<file path="src/rtl/ser_pkg.sv">
// ---------------------------------------------------------------------------
// ser_pkg: shared types and sizing for the bit serializer.
//   SER_W          default data word width
//   cnt_width()    bit-index counter width for a given word width
//   SER_CNT_W      counter width for the default word width
//   ser_state_e    FSM state encoding (PARITY only with SER_PARITY_EN)
// ---------------------------------------------------------------------------
package ser_pkg;

    localparam int unsigned SER_W = 8;

    // Counter must index 0..w-1; never narrower than one bit.
    function automatic int unsigned cnt_width(input int unsigned w);
        return (w < 2) ? 1 : $clog2(w);
    endfunction

    localparam int unsigned SER_CNT_W = cnt_width(SER_W);

    typedef enum logic [1:0] {
        IDLE   = 2'd0,
        SHIFT  = 2'd1
`ifdef SER_PARITY_EN
        ,
        PARITY = 2'd2
`endif
    } ser_state_e;

endpackage

</file>
<file path="src/rtl/ser_hold_buf.sv">
// ---------------------------------------------------------------------------
// ser_hold_buf: single-entry hold register with valid flag.
//   clk, rst   clock, synchronous active-high reset
//   load       capture din and mark full (wins over unload)
//   unload     release the held word
//   din        word to capture
//   dout       held word
//   full       hold register occupied
// ---------------------------------------------------------------------------
module ser_hold_buf
    import ser_pkg::*;
#(
    parameter int unsigned W = SER_W
) (
    input  logic         clk,
    input  logic         rst,
    input  logic         load,
    input  logic         unload,
    input  logic [W-1:0] din,
    output logic [W-1:0] dout,
    output logic         full
);

    logic [W-1:0] data_q;
    logic         full_q;

    // A load in the same cycle as an unload refills the entry without loss.
    always_ff @(posedge clk) begin
        if (rst) begin
            data_q <= '0;
            full_q <= 1'b0;
        end else if (load) begin
            data_q <= din;
            full_q <= 1'b1;
        end else if (unload) begin
            full_q <= 1'b0;
        end
    end

    assign dout = data_q;
    assign full = full_q;

endmodule

</file>
<file path="src/rtl/bit_serializer.sv">
// ---------------------------------------------------------------------------
// bit_serializer: parallel word to serial bit stream, hold + shift buffering.
//   clk, rst        clock, synchronous active-high reset
//   s_valid/s_ready upstream handshake; s_data sampled on s_valid && s_ready
//   dout            serial bit (IDLE_LEVEL when dout_valid is low)
//   dout_valid      dout carries a real bit
//   busy            hold register full or a word in flight
//   words_sent      fully transmitted words, modulo 256
// Optional feature: define SER_PARITY_EN to append one even-parity bit
// after each word's data bits.
// ---------------------------------------------------------------------------
module bit_serializer
    import ser_pkg::*;
#(
    parameter int unsigned W          = SER_W,
    parameter bit          LSB_FIRST  = 1'b0,
    parameter bit          IDLE_LEVEL = 1'b0
) (
    input  logic         clk,
    input  logic         rst,
    input  logic         s_valid,
    output logic         s_ready,
    input  logic [W-1:0] s_data,
    output logic         dout,
    output logic         dout_valid,
    output logic         busy,
    output logic [7:0]   words_sent
);

    localparam int unsigned CNT_W = cnt_width(W);

    ser_state_e       state_q, state_d;
    logic [CNT_W-1:0] cnt_q, cnt_d;
    logic [W-1:0]     sreg_q, sreg_d;
    logic [7:0]       words_q, words_d;
    logic             hold_full;
    logic [W-1:0]     hold_data;
    logic             load;
    logic             unload;
`ifdef SER_PARITY_EN
    logic             par_q, par_d;
`endif

    // Acceptance depends only on registered hold state.
    assign s_ready = !hold_full;
    assign load    = s_valid && !hold_full;

    ser_hold_buf #(.W(W)) u_hold (
        .clk    (clk),
        .rst    (rst),
        .load   (load),
        .unload (unload),
        .din    (s_data),
        .dout   (hold_data),
        .full   (hold_full)
    );

    // State and datapath registers.
    always_ff @(posedge clk) begin
        if (rst) begin
            state_q <= IDLE;
            cnt_q   <= '0;
            sreg_q  <= '0;
            words_q <= '0;
`ifdef SER_PARITY_EN
            par_q   <= 1'b0;
`endif
        end else begin
            state_q <= state_d;
            cnt_q   <= cnt_d;
            sreg_q  <= sreg_d;
            words_q <= words_d;
`ifdef SER_PARITY_EN
            par_q   <= par_d;
`endif
        end
    end

    // Next-state: hold->shift transfer, bit stepping, end-of-word reload.
    always_comb begin
        state_d = state_q;
        cnt_d   = cnt_q;
        sreg_d  = sreg_q;
        words_d = words_q;
        unload  = 1'b0;
`ifdef SER_PARITY_EN
        par_d   = par_q;
`endif
        case (state_q)
            IDLE: begin
                if (hold_full) begin
                    unload  = 1'b1;
                    sreg_d  = hold_data;
                    cnt_d   = '0;
`ifdef SER_PARITY_EN
                    par_d   = ^hold_data;
`endif
                    state_d = SHIFT;
                end
            end
            SHIFT: begin
                sreg_d = LSB_FIRST ? {1'b0, sreg_q[W-1:1]} : {sreg_q[W-2:0], 1'b0};
                cnt_d  = cnt_q + CNT_W'(1);
                if (cnt_q == CNT_W'(W - 1)) begin
                    cnt_d = '0;
`ifdef SER_PARITY_EN
                    state_d = PARITY;
`else
                    words_d = words_q + 8'd1;
                    // Reload straight from hold for zero-gap back-to-back words.
                    if (hold_full) begin
                        unload  = 1'b1;
                        sreg_d  = hold_data;
                        state_d = SHIFT;
                    end else begin
                        state_d = IDLE;
                    end
`endif
                end
            end
`ifdef SER_PARITY_EN
            PARITY: begin
                words_d = words_q + 8'd1;
                if (hold_full) begin
                    unload  = 1'b1;
                    sreg_d  = hold_data;
                    cnt_d   = '0;
                    par_d   = ^hold_data;
                    state_d = SHIFT;
                end else begin
                    state_d = IDLE;
                end
            end
`endif
            default: state_d = IDLE;
        endcase
    end

    // Serial output is decoded from registered state only.
    always_comb begin
        dout = IDLE_LEVEL;
        case (state_q)
            SHIFT:  dout = LSB_FIRST ? sreg_q[0] : sreg_q[W-1];
`ifdef SER_PARITY_EN
            PARITY: dout = par_q;
`endif
            default: dout = IDLE_LEVEL;
        endcase
    end

    assign dout_valid = (state_q != IDLE);
    assign busy       = hold_full || (state_q != IDLE);
    assign words_sent = words_q;

endmodule

</file>
<file path="config.mk">
export PLATFORM = sky130hd
export DESIGN_NAME = bit_serializer
export DESIGN_NICKNAME = d
export VERILOG_FILES = /design/src/rtl/ser_pkg.sv /design/src/rtl/ser_hold_buf.sv /design/src/rtl/bit_serializer.sv
export SDC_FILE = /design/constraint.sdc
export NUM_CORES = 1
export LEC_CHECK = 0
export ABC_AREA = 1
export CORE_MARGIN = 1.5
export CORE_UTILIZATION = 55
export DETAILED_ROUTE_END_ITERATION = 16
export PLACE_DENSITY = 0.85
export SETUP_SLACK_MARGIN = 0.1
export SYNTH_ARGS = -nofsm -noshare
export SYNTH_HDL_FRONTEND = slang
export SYNTH_HIERARCHICAL = 1
export SYNTH_SLANG_ARGS = --single-unit
</file>
<file path="constraint.sdc">
create_clock -name clk -period 3.2 [get_ports clk]
set_input_delay 0.32 -clock clk [delete_from_list [all_inputs] [get_ports clk]]
set_output_delay 0.32 -clock clk [all_outputs]
set_load 0.01 [all_outputs]
</file>
==> flow_metrics.tcl <==
set metrics [dict create \
    grt_overflow 0 \
    gp_congestion 0.688 \
    fin_ws_ns 1.13 \
    worst-path-max-fanout 16 \
    routed_wl_um 2280 \
    hold_class "register to register" \
    regArea_um2 581 \
    floorplan.initialDensity_pct 58.3 \
    p_leak_nw 0.745 \
    power_density_nw_per_um2 499 \
    dp_slack_ns 1.48 \
    grt_max_degree 17 \
    core_um2 2230 \
    setup_violations 0 \
    avgSynthCellArea_um2 7.39 \
    min_period_ns 2.07 \
    area_growth_pct 24.0 \
    drc 0 \
    end_kind "primary output" \
    antenna_found_initial 0 \
    ys_ff_latch 29 \
    postCtsHoldBufs 0 \
    power_mw 0.805 \
    hpwl_um 1690 \
    synth-edff-count 0 \
    clk_path_buf_depth 2 \
    grtUsageTotal_pct 22.0 \
    fillCellCount 200 \
    grt_pass1_vias 1132 \
    synth_ff_type "dfxtp_1" \
    ir_drop_mv 0.386 \
    htreeDepth 2 \
    post_drt_wl_per_cell_um 9.88 \
    insertion_delay_ns 0.33 \
    finalSetupTns_ns 0 \
    yosysTopAreaCell "dfxtp_1" \
    finalHoldViolations 0 \
    synth_nets 191 \
    port_buffers 22 \
    root_buffer "clkbuf_4" \
    dieArea_um2 2670 \
    rows 17 \
    maxSlewViolCount 0 \
    slew-limit-headroom_pct 67.7 \
    cts_buffers 5 \
    post_drt_via_cell_ratio 4.95 \
    synth.cell_area_um2 1300 \
    fin_crit_sh_pct 64.8 \
    hold_slack_ns 0.474 \
    nets 217 \
    ys_types 21 \
    startpoint_type "register" \
    cts_tree "done" \
    syn-instance-count 176 \
    critPathKind "register to primary output" \
    yosysSeqAreaShare_pct 44.6 \
    grt_pass1_wl_um 4400 \
    drt_iter0_drc 19 \
    finClkSkew_ns 0.0123 \
    synth_async_sr_flop_share_pct 0 \
    clk_pin_slew_worst_paths_ns 0.09 \
    vias 1144 \
    drv_cap 0 \
    grt_setup_unrepaired "false" \
    status "finished clean" \
    synth_top_area_share_pct 44.6 \
    multi_input_area_um2 592 \
    clock_sinks 29 \
    postRouteAntennaNets 0 \
    die_h_um 51.6 \
    worst_slew_pin_slew_ns 0.482 \
    pin_count 23 \
    layout-drive-gt1-share_pct 8.87 \
    ys.warnings.count 6 \
    dr.pass1.iters 4 \
    diodes 0 \
    post-cts-setup-buffers 0 \
    fin_util_pct 72.3 \
    cts.repair.resized 0 \
    fmax_mhz 482 \
    crit_required_ns 2.88 \
    fp.dieW_um 51.6 \
    cp.arrival_ns 1.75 \
    synth_area_leaders "dfxtp_1 (45%), o21ai_0 (8.5%), nand2_1 (8.1%)" \
]
-- cells in the final DEF, fill, tap and decap left out, types with 5 or more instances in the layout --
cell | netlist | routed
a21oi_1 | 15 | 15
clkbuf_4 | 0 | 5
clkdlybuf4s50_1 | 0 | 22
dfxtp_1 | 29 | 29
inv_1 | 24 | 24
nand2_1 | 28 | 28
nand3_1 | 6 | 6
nor2_1 | 28 | 28
o21ai_0 | 22 | 22
-- synthesized netlist by cell type (2+ instances only) --
cell,number
dfxtp_1,29
buf_6,2
a21oi_2,2
o21ai_0,22
inv_2,3
ha_1,4
o21ai_1,4
nor2_1,28
a21oi_1,15
inv_1,24
nand2_1,28
nand3_1,6
-- through the flow --
step,cell area (um2),std cells
6_report,1610,231
3_5_place_dp,1530,223
2_1_floorplan,1300,176
5_1_grt,1610,231
4_1_cts,1610,231
3_3_place_gp,1530,223
-- cell families after synthesis --
| group | count (synthesis) | synth area share, % |
|---|---|---|
| AO/OA/AOI/OAI | 44 | 17.7 |
| adder cells (fa/ha/maj) | 4 | 3.85 |
| buffers and inverters | 30 | 9.90 |
| flip-flops | 29 | 44.6 |
| AND/OR/NAND/NOR | 69 | 23.9 |
-- power by group --
part / switching, mW / internal (mW) / total (mW)
Sequential: 0.0150 / 0.385 / 0.400
Combinational: 0.0522 / 0.0416 / 0.0938
Clock: 0.125 / 0.187 / 0.311
Total: 0.192 / 0.613 / 0.805
-- sequential cells by signal, indices dropped and copies added, names as in the netlist --
signal	flops
state_q	1
sreg_q	8
words_sent	8
u_hold/dout	8
cnt_q	3
u_hold/full	1
-- worst max-delay path, cell delays in order (launching register included) --
cell and delay [ns]:
dfxtp_1 0.53, nor2_2 0.11, inv_2 0.21, clkdlybuf4s50_1 0.58
-- area by class of cell --
class                           instances  share of cell area (%)
Multi-Input combinational cell        117                    36.7
Sequential cell                        29                    36.0
Timing Repair Buffer                   22                    13.6
Inverter                               27                    6.28
Clock buffer                            7                    3.41
Tap cell                               28                    2.17
Clock inverter                          1                    1.86
-- path summary, 6_finish.rpt --
path	startpoint	endpoint	slack, ns	cells after the start
max	state_q[0]	busy	1.13	3
min	cnt_q[0]	cnt_q[0]	0.47	1
min reg2reg	cnt_q[0]	cnt_q[0]	0.47	1
max reg2reg	cnt_q[0]	sreg_q[2]	1.75	6
-- layer usage --
layer / global-route usage (%) / routed length, um
met3: 6.90 / 91
met2: 38.2 / 1130
met4: 9.21 / 39
met5: 0 / 0
met1: 24.6 / 1020
Note: power is estimated with default switching activity, not from simulation.
